**src/rtl/rr_encoder_arbiter_pkg.sv**
```systemverilog
// Shared definitions for the round-robin encoder arbiter.
//   NREQ    : number of requesters sharing the resource
//   IDW     : width of the binary requester index
//   state_t : arbiter state encoding (ST_IDLE / ST_BUSY)
package rr_encoder_arbiter_pkg;

  localparam int NREQ = 8;
  localparam int IDW  = 3;

  typedef enum logic [1:0] {
    ST_IDLE = 2'd0,
    ST_BUSY = 2'd1
  } state_t;

  // Index of the requester after id, wrapping 7 -> 0.
  function automatic logic [IDW-1:0] next_id(input logic [IDW-1:0] id);
    return id + IDW'(1);
  endfunction

endpackage

```
**src/rtl/rr_encoder_arbiter_pick8.sv**
```systemverilog
// rr_pick8: combinational round-robin winner selection.
// Ports:
//   req        in  [7:0] request vector
//   ptr        in  [2:0] highest-priority requester this round
//   any        out       at least one request present
//   win_id     out [2:0] index of the first set request at or after ptr (wrapping)
//   win_onehot out [7:0] one-hot of win_id, zero when no request
module rr_pick8
  import rr_encoder_arbiter_pkg::*;
(
  input  logic [NREQ-1:0] req,
  input  logic [IDW-1:0]  ptr,
  output logic            any,
  output logic [IDW-1:0]  win_id,
  output logic [NREQ-1:0] win_onehot
);

  logic [2*NREQ-1:0] req_dbl;
  logic [NREQ-1:0]   req_rot;
  logic [IDW-1:0]    rot_id;

  // Rotate so that requester ptr lands on bit 0: req_rot[j] = req[(ptr+j) mod 8].
  assign req_dbl = {req, req};
  assign req_rot = req_dbl[ptr +: NREQ];

  // Priority encode, lowest index wins (scan from the top so the lowest overwrites).
  always_comb begin
    rot_id = '0;
    for (int i = NREQ - 1; i >= 0; i--) begin
      if (req_rot[i]) rot_id = IDW'(i);
    end
  end

  assign any        = |req;
  assign win_id     = rot_id + ptr;  // un-rotate; 3-bit add wraps mod 8
  assign win_onehot = any ? (NREQ'(1) << win_id) : '0;

endmodule

```
**src/rtl/rr_encoder_arbiter.sv**
```systemverilog
// rr_encoder_arbiter: round-robin arbiter granting one of 8 requesters a shared
// resource, holding the grant until release, with an optional hold timeout.
// Parameters:
//   MAX_HOLD : max cycles per tenure while others wait (0 = no timeout)
//   CNT_W    : hold counter width, MAX_HOLD <= 2**CNT_W-1
// Ports:
//   clk         in       rising-edge clock
//   rst_n       in       asynchronous active-low reset
//   en          in       enable; low blocks new grants and revokes the current one
//   req         in [7:0] request vector
//   done        in       release pulse from the current grantee
//   grant       out[7:0] registered one-hot grant, zero when idle
//   grant_id    out[2:0] registered index of the grantee, zero when idle
//   grant_valid out      registered, high while a grant is held
module rr_encoder_arbiter
  import rr_encoder_arbiter_pkg::*;
#(
  parameter int MAX_HOLD = 8,
  parameter int CNT_W    = 4
) (
  input  logic            clk,
  input  logic            rst_n,
  input  logic            en,
  input  logic [NREQ-1:0] req,
  input  logic            done,
  output logic [NREQ-1:0] grant,
  output logic [IDW-1:0]  grant_id,
  output logic            grant_valid
);

  localparam int LIMIT = (MAX_HOLD > 0) ? MAX_HOLD - 1 : 0;

  state_t          state;
  logic [IDW-1:0]  ptr;
  logic [CNT_W-1:0] hold_cnt;

  logic            any;
  logic [IDW-1:0]  win_id;
  logic [NREQ-1:0] win_onehot;
  logic            timeout;
  logic            release_now;

  rr_pick8 u_pick (
    .req        (req),
    .ptr        (ptr),
    .any        (any),
    .win_id     (win_id),
    .win_onehot (win_onehot)
  );

  // Timeout only forces a release when someone else is actually waiting.
  assign timeout     = (MAX_HOLD != 0) && (32'(hold_cnt) >= 32'(LIMIT)) && (|(req & ~grant));
  assign release_now = done || !req[grant_id] || !en || timeout;

  always_ff @(posedge clk or negedge rst_n) begin
    if (!rst_n) begin
      state       <= ST_IDLE;
      ptr         <= '0;
      hold_cnt    <= '0;
      grant       <= '0;
      grant_id    <= '0;
      grant_valid <= 1'b0;
    end else begin
      case (state)
        ST_IDLE: begin
          if (en && any) begin
            state       <= ST_BUSY;
            grant       <= win_onehot;
            grant_id    <= win_id;
            grant_valid <= 1'b1;
            hold_cnt    <= '0;
          end
        end
        ST_BUSY: begin
          if (release_now) begin
            state       <= ST_IDLE;
            ptr         <= next_id(grant_id);
            grant       <= '0;
            grant_id    <= '0;
            grant_valid <= 1'b0;
          end else if (hold_cnt != '1) begin
            hold_cnt <= hold_cnt + CNT_W'(1);
          end
        end
        default: begin
          state       <= ST_IDLE;
          grant       <= '0;
          grant_id    <= '0;
          grant_valid <= 1'b0;
        end
      endcase
    end
  end

endmodule
```
**config.mk**
```make
export PLATFORM = sky130hd
export DESIGN_NAME = rr_encoder_arbiter
export DESIGN_NICKNAME = d
export VERILOG_FILES = /design/src/rtl/rr_encoder_arbiter_pkg.sv /design/src/rtl/rr_encoder_arbiter_pick8.sv /design/src/rtl/rr_encoder_arbiter.sv
export SDC_FILE = /design/constraint.sdc
export NUM_CORES = 1
export LEC_CHECK = 0
export ABC_AREA = 1
export CORE_MARGIN = 5
export CORE_UTILIZATION = 45
export DETAILED_ROUTE_END_ITERATION = 8
export DONT_BUFFER_PORTS = 1
export GPL_ROUTABILITY_DRIVEN = 1
export HOLD_SLACK_MARGIN = 0.03
export SYNTH_ARGS = -nofsm -noshare
export SYNTH_HDL_FRONTEND = slang
export SYNTH_HIERARCHICAL = 1
export SYNTH_SLANG_ARGS = --single-unit
```
**constraint.sdc**
```tcl
create_clock -name clk -period 3.85 [get_ports clk]
set_clock_uncertainty 0.15 [all_clocks]
set_input_delay 1.155 -clock clk [delete_from_list [all_inputs] [get_ports clk]]
set_output_delay 1.155 -clock clk [all_outputs]
set_load 0.05 [all_outputs]
```
---- Word-level counts from Yosys, hierarchy flattened ----
Cells that the tools add are included.
cells by class
  add/subtract/negate cells ............... 3
  magnitude comparators ................... 2
  equality and inequality tests ........... 6
  shift-type cells ........................ 2
  mux-type cells .......................... 27
  bitwise operators ....................... 2
  reduce and logical (&&, ||, !) cells .... 14
operator list
  kind                                                                count
  2-to-1 mux 3 bit                                                    10
  2-to-1 mux 8 bit                                                    3
  case mux 8 bit (2 select lines)                                     1
  OR reduction 8 bit                                                  2
  indexed part select 16 x 4 -> 8 bit                                 1
  2-to-1 mux 4 bit                                                    3
  AND 8 bit                                                           1
  != test 2 bit (second input constant)                               4
  inverter 8 bit                                                      1
  case mux 4 bit (2 select lines)                                     1
  left shift 1 x 3 -> 8 bit (first input constant)                    1
  case mux 3 bit (2 select lines)                                     1
  adder 4 x 1 -> 4 bit (second input constant)                        1
  greater-or-equal comparator 4 x 3 -> 1 bit (second input constant)  1
  < comparator 3 x 4 -> 1 bit (second input constant)                 1
  2-to-1 mux 2 bit                                                    2
  != test 4 bit (second input constant)                               1
  case mux 2 bit (2 select lines)                                     1
  AND reduction 2 bit                                                 2
  AND reduction 4 bit                                                 1
  adder 3 x 1 -> 3 bit (second input constant)                        1
  adder 3 bit                                                         1
  binary-select mux 1 bit (select 3 bit)                              1
  logical OR 1 bit                                                    3
  7 further kinds                                                     11
storage, ports and cells
  flip-flop bits (word level) ............. 21
  input bits .............................. 12
  output and inout bits ................... 12
  word-level logic and storage cells ...... 62

---- Longest topological paths before layout ----
Gate-level depths: netlist of run 1.
  depth in word-level cells ............... 14
  depth in mapped cells ................... 23
  gate-level depth less buffers ........... 22

---- Modules after synthesis ----
The synthesis of run 1 kept the hierarchy.
modules (own cells, without submodules)
  module              times used  cells each  area each (um^2)  sequential area each (um^2)
  rr_encoder_arbiter  1           141         1028.5            475.5
  rr_pick8            1           114         628.1             0.0

---- Least setup slack after synthesis of run 1 ----
No wires, ideal clock.
  path type ............................... input port to flip-flop
  start ................................... in req[5]
  end ..................................... reg grant[4]
  setup time .............................. 0.066 ns
  data arrival time ....................... 3.097 ns
  data required time ...................... 3.634 ns
  path slack .............................. 0.537 ns
  stages on the path ...................... 21
  buffers on the path ..................... 0
  cell sequence ........................... nand2_1 > nand3_1 > nand2_1 > nand2_1 > nand2_1 > nand2_1 > nand2_1 > nand2_1 > nand2_1 > nand2_1 > a21oi_1 > ha_1 > inv_1 > fa_1 > xor2_1 > inv_1 > nand3_2 > nand2_4 > nor2_2 > nand2_1 > nand2_1
between the ends
  cells in the longest elaborated chain, start to end .. 14
  elaborated cells on any way between the ends .. 28
  those cells by class .................... add/sub: 1; eq/ne: 2; shift: 2; mux: 13; bitwise: 1; reduce/logical: 9
ends and longest elaborated chain
  element                              RTL line                        RTL
  start: declaration                   rr_encoder_arbiter.sv:24        input logic [NREQ-1:0] req,
  indexed part select 16 x 4 -> 8 bit  rr_encoder_arbiter_pick8.sv:24  assign req_rot = req_dbl[ptr +: NREQ];
  2-to-1 mux 3 bit (8 in series)       rr_encoder_arbiter_pick8.sv:30  if (req_rot[i]) rot_id = IDW'(i);
  adder 3 bit                          rr_encoder_arbiter_pick8.sv:35  assign win_id = rot_id + ptr;
  left shift 1 x 3 -> 8 bit            rr_encoder_arbiter_pick8.sv:36  assign win_onehot = any ? (NREQ'(1) << win_id) : '0;
  2-to-1 mux 8 bit (*)                 rr_encoder_arbiter_pick8.sv:36
  named net win_onehot[4]              rr_encoder_arbiter.sv:39        logic [NREQ-1:0] win_onehot;
  2-to-1 mux 8 bit (*)                 rr_encoder_arbiter.sv:66        if (en && any) begin
  case mux 8 bit (2 select lines) (*)  rr_encoder_arbiter.sv:64        case (state)
  end signal: assignment               rr_encoder_arbiter.sv:68        grant <= win_onehot;
  end: declaration                     rr_encoder_arbiter.sv:26        output logic [NREQ-1:0] grant,
Mark *: on every way through the listed nets, which the timed path passes. The rest lies on a longest branch. The select of a mux whose other input is x is not followed.
A chain may end at the register's enable or synchronous reset.

---- Final worst setup path of run 1 ----
  start ................................... in req[5]
  end ..................................... reg grant[5]
Same word-level chain as after synthesis.

==> metrics, run 1 <==
run status completed; reg-to-reg setup timing slack 0.71 ns; Layout Nets 270; Reg-to-Reg Start ptr[2]; drt via density 5.096; vias post-DR around 1500; clock latency on the worst-skew pair 0.26 ns; Cell variety after synth 30; Seq pwr share 0.319; Post-route DRC 0; crit path to grant[5]; Initial DRT Pass Iterations 4; end-of-flow core utilization 0.4726; Synth Warn # 6; switch share 0.5831; largest net degree at the start of global routing 22; Syn Area/Cell approximately 6.5 sq um; setup TNS 0 ns; Initial Util 0.4594; post_cts resized 0; Slew HR 0.5115; clk sinks 19; Crit Path Max Fanout 5; Post-Syn Instances approximately 260; Die Height 70.68 um; R2R depth 18; WS Path Type in -> reg; Ports 24; Synthesized Nets 271; Final Hold Violating Endpoints 0; commonest non-fill, non-tap cell in the layout nand2_1; RSZ-0062 raised after global routing false; GRT Residual Overflow 0; clk buf depth 2; Port Buffers 0; most frequent cells in the layout nand2_1, nand3_1, inv_1; num rows 22; Slew Viols, Final 0; CP arrival 3.31 ns; Final GP Congestion 0.8257; Power Density 974.0 nW/um^2; H-tree depth 1; design internal power between 0.0006 and 0.0007 W; CTS tree yes; CTS clock-pin slew for the worst setup and hold paths 0.08 ns; # diodes 0; GRT Util Overall 0.1651; clock group share of total power 0.085; die width 70.68 um; worst reg2reg endpoint grant[5]; Core Area 3606 sq um; Post-CTS Setup Inserts 0; DR WL/cell between 10 and 15 um; drt total wl 3983 um; Post-DRT Antenna Nets 0; worst slew pin tran roughly 0.73 ns; NetSw 0.0009679 W; sequential share of the synthesized area 0.2870; CP startpoint kind input port; Tcrit/Tclk final 0.8465; max_cap viols 0; Yosys reg bits 19; first-pass GRT wire length around 7000 um; hold_buf cts 0; Die Area 4995 sq um; initial antenna violation count 0; synthesized cell area 1657 sq um; CP Data Required Time 3.90 ns; Final setup viols 0; Logic pwr share 0.596; CTS Root Buffer Type clkbuf_8; Detail Placement HPWL 3029 um; area grow syn2layout 2.870%; fin crit period between 3 and 4 ns; maximum VDD drop 0.0004193 V; CP endpoint kind flop; fraction of layout cells with a size suffix above 1 0.1462; vias in the first global route 1446; leak pwr 0.8946 nW; Max Clock Freq 0.3068 GHz; clock buffer count from CTS 3; Worst Hold Class reg -> reg; DR iter-0 viols between 100 and 150; Critical Path Source req[5]
metal layers:
| metal | share of wire | GRT usage | vias up |
|---|---|---|---|
| met5 | 0 | 0 | - |
| met4 | 0.0048 | 0.03340 | 0 |
| met3 | 0.071 | 0.04119 | 2 |
| met2 | 0.45 | 0.2640 | 39 |
| met1 | 0.48 | 0.2274 | 682 |
| li1 | - | - | 811 |
state kept, by name, summed over array words and instances (netlist names):
| signal | cells |
|---|---|
| hold_cnt | 4 |
| grant_valid | 1 |
| grant_id | 3 |
| ptr | 3 |
| grant | 8 |
logic make-up (layout without fill, tap and decap cells):
| logic type | after synthesis | in the layout | share of synthesized area |
|---|---|---|---|
| AND/OR/NAND/NOR | 183 | 183 | 0.5121 |
| buffers and inverters | 32 | 30 | 0.1020 |
| flip-flops | 19 | 19 | 0.2870 |
| AO/OA/AOI/OAI | 14 | 14 | 0.04833 |
| adder cells (fa/ha/maj) | 4 | 4 | 0.03475 |
| XOR/XNOR | 3 | 3 | 0.01586 |
stage by stage:
| step | hold slack, ns | std cells | cell area, sq um | setup WS (ns) | power [W] |
|---|---|---|---|---|---|
| 6_report | 0.3723 | 301 | 1704 | 0.5909 | 0.001660 |
| 5_1_grt | 0.4094 | 301 | 1704 | 0.3140 | 0.001839 |
| 4_1_cts | 0.3672 | 301 | 1704 | 0.5868 | 0.001665 |
| 3_5_place_dp | 0.3500 | 297 | 1659 | 0.3166 | 0.001517 |
| 3_3_place_gp | 0.3428 | 297 | 1659 | 0.3397 | 0.001522 |
| 2_1_floorplan | 0.3137 | 255 | 1657 | 0.5367 | 0.001380 |
Yosys cell counts (all sizes together):
master,n,area share
nand2,117,0.30
nand3,49,0.16
inv,24,0.060
dfrtp,19,0.29
nor2,13,0.040
o21ai,7,0.023
a21oi,6,0.020
buf,6,0.037
ha,3,0.023
nor4,2,0.0076
xor2,2,0.011
clkbuf,1,0.0023
clkinv,1,0.0023
fa,1,0.012
nand3b,1,0.0045
nor3,1,0.0030
o21bai,1,0.0045
xnor2,1,0.0053
area by class of cell:
class	instances	area, sq um
fill	369	1902
multi-input combinational	204	1012
sequential	19	475.5
inverter	25	103.9
tap	48	60.06
clock buffer	4	45.04
timing repair buffer	1	7.507
worst min-delay path by stage:
stage / start / endpoint / slack (ns) / depth (start not counted)
finish: hold_cnt[1] / hold_cnt[1] / 0.37 / 2
global placement: hold_cnt[1] / hold_cnt[1] / 0.34 / 2
detailed placement: hold_cnt[1] / hold_cnt[1] / 0.35 / 2
floorplan: ptr[1] / ptr[1] / 0.31 / 2
CTS: hold_cnt[1] / hold_cnt[1] / 0.37 / 2
global route: rst_n / hold_cnt[2] / 0.41 / 0
worst max-delay path, stage by stage:
cell and delay, ns:
nand2_1 0.06, nand3_1 0.09, nand2_1 0.10, nand2_1 0.08
nand2_1 0.09, nand2_1 0.04, nand2_1 0.05, nand2_1 0.04
nand2_1 0.05, nand2_1 0.04, a21oi_1 0.12, ha_1 0.15
inv_1 0.05, fa_1 0.36, xor2_1 0.27, inv_1 0.09
nand3_2 0.15, nand2_4 0.09, nor2_2 0.08, nand2_1 0.06
nand2_1 0.08
power by group through the flow:
stage / clock network, W / logic, W / registers [W]
5_1_grt: 0.000159 / 0.00114 / 0.000542
3_5_place_dp: 0 / 0.000982 / 0.000534
3_3_place_gp: 0 / 0.000987 / 0.000535
6_report: 0.000141 / 0.000989 / 0.000530
2_1_floorplan: 0 / 0.000912 / 0.000467
4_1_cts: 0.000147 / 0.000989 / 0.000529
(Power assumes the default switching activity.)
==> run 2: changes to the inputs <==
Clock period 3.85 ns to 3.25 ns, I/O delays scaled along.
==> metrics, run 2 (synthesis results as in run 1) <==
run status completed; clk sinks 19; Ports 24; filler cell count roughly 370; CP Cell Sequence nand2_1, nand3_1, nand2_1, nand2_1, nand2_1, nand2_1, nand2_1, nand2_1, nand2_1, nand2_1, a21oi_1, ha_1, inv_1, fa_1, xor2_1, inv_1, nand3_2, nand2_4, nor2_2, nand2_1, nand2_1; hold_buf cts 0; clk buf depth 2; clock latency on the worst-skew pair 0.26 ns; Critical Path Source req[1]; Power Density 1172 nW/um^2; switch share 0.5762; vias in the first global route ~1500; Detail Placement HPWL 3105 um; Post-DRT Antenna Nets 0; DR iter-0 viols 118; fin crit period 2.980 ns; WS Path Type in -> reg; area grow syn2layout 4.985%; Logic pwr share 0.616; biggest regs grant: 8 flops, hold_cnt: 4 flops; drt total wl 4165 um; CP arrival roughly 3.0 ns; die width 70.68 um; drt via density 5.272; fin cells 305; area of the multi-input gates 1012 sq um; clock buffer count from CTS 3; CP peak stage delay 0.36 ns; most frequent CP cell nand2_1; max_cap viols 0; vias post-DR 1608; Reg-to-Reg Start ptr[1]; Critical path buffers and inverters 2; Slew Viols, Final 0; Port Buffers 0; Critical-path top delay cell fa_1; Tcrit/Tclk final 0.9168; initial antenna violation count 0; CTS Root Buffer Type clkbuf_8; register area 476.7 sq um; reg-to-reg setup timing slack 0.34 ns; fraction of layout cells with a size suffix above 1 0.1673; R2R depth 20; slack of the critical path 0.2705 ns; DP Cell Count ~300; first-pass GRT wire length between 6000 and 7000 um; CP Data Required Time around 3.3 ns; Core Area roughly 3600 sq um; Worst Hold Class in -> async; Layout Nets 274; maximum VDD drop 0.0005173 V; Seq pwr share 0.300; Post-DP Area 1689 sq um; worst reg2reg endpoint grant[4]; Crit Path Max Fanout 5; CTS tree yes; Final Hold Violating Endpoints 0; setup TNS 0 ns; GRT Util Overall 0.1712; Max Clock Freq 0.3356 GHz; Initial DRT Pass Iterations 4; Die Area 4995 sq um; final instance area around 1700 sq um; commonest non-fill, non-tap cell in the layout nand2_1; Slew HR 0.5246; largest net degree at the start of global routing 22; family with the most delay on the worst path simple AND/OR/NAND/NOR gates; worst slew pin tran 0.7131 ns; RSZ-0062 raised after global routing false; design internal power 0.0008639 W; Post-route DRC 0; CP startpoint kind input port; # diodes 0; worst slack, placed -0.009891 ns; DR WL/cell between 10 and 15 um; Die Height between 70 and 80 um; leak pwr slightly above 0.9 nW; Post-CTS Setup Inserts 0; num rows 22; GRT Residual Overflow 0; CTS clock-pin slew for the worst setup and hold paths 0.08 ns; max reg flops 8; CP endpoint kind flop; Biggest register grant; clock group share of total power 0.085; H-tree depth 1; Initial Util 0.4594; Final setup viols 0; most frequent cells in the layout nand2_1, nand3_1, inv_1; Final GP Congestion 0.8041; NetSw 0.001175 W
[run 2: power groups by stage]
stage / Sequential (W) / Clock, W / Combinational (W)
after CTS: 0.000610 / 0.000176 / 0.00125
after global routing: 0.000624 / 0.000192 / 0.00143
after global placement: 0.000615 / 0 / 0.00124
after floorplan: 0.000553 / 0 / 0.00108
after detailed placement: 0.000615 / 0 / 0.00124
final: 0.000611 / 0.000173 / 0.00126
[run 2: repair_timing]
action	in CTS	in global routing
endpoints found under the hold margin	0	0
setup endpoints to repair	0	4
gates resized for setup	0	1
[run 2: metal layers]
metal / wire, um / vias up / track usage
met5: 0 / - / 0
met1: 1940 / 726 / 0.2520
met2: 1869 / 59 / 0.2568
met3: 318 / 6 / 0.04119
met4: 37 / 0 / 0.03340
li1: - / 817 / -
[run 2: how the worst max path moves through the flow]
stage	end	cells past startpoint
2_1_floorplan	grant[4]	21
3_3_place_gp	grant[4]	20
3_5_place_dp	grant[4]	21
4_1_cts	grant[4]	22
5_1_grt	grant[4]	21
6_report	grant[4]	21
[run 2: stage by stage]
| step | utilization | total power [W] | hold WS, ns |
|---|---|---|---|
| floorplan | - | 0.001634 | 0.3137 |
| global placement | 0.4684 | 0.001853 | 0.3486 |
| detailed placement | 0.4684 | 0.001858 | 0.3515 |
| CTS | 0.4820 | 0.002036 | 0.2438 |
| global route | 0.4823 | 0.002242 | 0.2287 |
| finish | 0.4823 | 0.002039 | 0.2491 |
[run 2: layout make-up]
cell class / count / area share
clock inverters: 1 / 0.004317
repair buffers: 5 / 0.02158
flip-flops and latches: 19 / 0.2741
clock buffers: 3 / 0.02374
multi-input cells: 204 / 0.5820
well taps: 48 / 0.03453
inverters: 25 / 0.05971
==> run 3: changes to the inputs <==
Settings changed: GPL_TIMING_DRIVEN from default to 1, SETUP_SLACK_MARGIN from default to 0.15.
==> metrics, run 3 (synthesis results as in run 1) <==
run status completed; Biggest register grant; worst slew pin tran roughly 0.64 ns; Final Hold Violating Endpoints 0; Tcrit/Tclk final 0.9331; filler cell count 356; Crit Path Max Fanout 5; clk buf depth 2; leak pwr 0.9773 nW; drt via density 5.359; CP arrival ~3 ns; Critical-path top delay cell fa_2; Detail Placement HPWL between 3000 and 4000 um; first-pass GRT wire length 6982 um; most frequent cells in the layout nand2_1, nand3_1, nand2_2; area grow syn2layout 16.77%; Final GP Congestion 0.8292; num rows 22; vias post-DR 1672; Core Area 3606 sq um; WS Path Type in -> reg; Total Power 0.002305 W; slack of the critical path 0.2174 ns; worst slack, placed -0.04645 ns; commonest non-fill, non-tap cell in the layout nand2_1; Final setup viols 0; end-of-flow core utilization 0.5364; Initial Util 0.4594; max_cap viols 0; CTS clock-pin slew for the worst setup and hold paths roughly 0.08 ns; GRT Residual Overflow 0; initial antenna violation count 0; Worst Hold Class in -> async; Power Density 1192 nW/um^2; # diodes 0; Post-route DRC 0; GRT Util Overall 0.1735; CTS Root Buffer Type clkbuf_8; Die Area between 4000 and 5000 sq um; Post-DRT Antenna Nets 0; largest net degree at the start of global routing 22; CTS tree yes; DP Cell Count just over 300; CP Data Required Time 3.31 ns; area of the multi-input gates about 1100 sq um; CP peak stage delay 0.39 ns; clock latency on the worst-skew pair around 0.26 ns; DR iter-0 viols 110; vias in the first global route 1441; Slew Viols, Final 0; most frequent CP cell nand2_1; Port Buffers 0; clk sinks 19; CP endpoint kind flop; Die Height between 70 and 80 um; H-tree depth 1; hold_buf cts 0; DR WL/cell 14.31 um; maximum VDD drop between 0.0007 and 0.0008 V; fin cells 312; Initial DRT Pass Iterations 4; setup TNS 0 ns; max reg flops 8; drt total wl between 4000 and 5000 um; die width 70.68 um; register area 478.0 sq um; clock buffer count from CTS 3; CP Cell Sequence nand2_2, nand3_2, nand2_2, nand2_2, nand2_1, nand2_1, nand2_1, nand2_1, nand2_1, nand2_1, a21oi_2, ha_2, inv_2, fa_2, xor2_2, buf_4, nand2_4, nand2_4, nor2_2, nand2_1, nand2_1; CP startpoint kind input port; RSZ-0062 raised after global routing true; fraction of layout cells with a size suffix above 1 0.2841; Layout Nets 281; Ports 24; biggest regs grant: 8 flops, hold_cnt: 4 flops; fin crit period 3.033 ns; Slew HR 0.5726; Max Clock Freq 0.3298 GHz
==> run 3: final timing paths <==
path | start | to | slack (ns) | cells after the start
worst max-delay path | req[4] | grant[5] | 0.22 | 21
worst min-delay path | rst_n | grant[7] | 0.25 | 0
worst max register to register | ptr[0] | grant[5] | 0.28 | 23
worst min register to register | hold_cnt[1] | hold_cnt[1] | 0.37 | 2
max in group asynchronous | rst_n | ptr[1] | 2.62 | 0
min in group clk | hold_cnt[1] | hold_cnt[1] | 0.37 | 2
==> run 3: repair_timing <==
action                                  in CTS  in global routing
endpoints found under the setup margin       0                  9
buffers inserted                             0                  6
resized for setup                            0                 33
==> run 3: power by group <==
group / switching (W) / internal [W] / leakage [nW] / total [W]
registers: 0.000263 / 0.000316 / 0.251 / 0.000579
clock network: 0.0000869 / 0.0000866 / 0.0217 / 0.000174
logic: 0.000958 / 0.000595 / 0.705 / 0.00155
total: 0.00131 / 0.000997 / 0.977 / 0.00230
==> run 3: metal layers <==
layer	global-route usage	vias up	part of all wire
met1	0.2531	767	0.45
li1	-	828	-
met4	0.04175	0	0.0092
met5	0	-	0
met3	0.04119	8	0.080
met2	0.2588	69	0.46
==> run 3: area by class of cell <==
cell class | count | area share
timing repair buffer | 12 | 0.05175
tap | 48 | 0.03105
inverter | 25 | 0.05627
sequential | 19 | 0.2471
clock buffer | 3 | 0.02135
multi-input combinational | 204 | 0.5886
clock inverter | 1 | 0.003881
==> run 3: worst max-delay path, delay by kind of cell <==
family / cells / cell delay, ns
xor gates and xnor gates: 1 / 0.19
buffers and inverters: 2 / 0.19
and+or+nand+nor: 15 / 1.03
adders and majority gates: 2 / 0.57
AOI/OAI and AO/OA: 1 / 0.13
==> run 3: stage by stage <==
stage	instance area (sq um)	hold WS [ns]
after floorplan	1664	0.3137
after detailed placement	1704	0.3545
after CTS	1753	0.2421
after global placement	1704	0.3461
after global routing	1934	0.2225
final	1934	0.2459
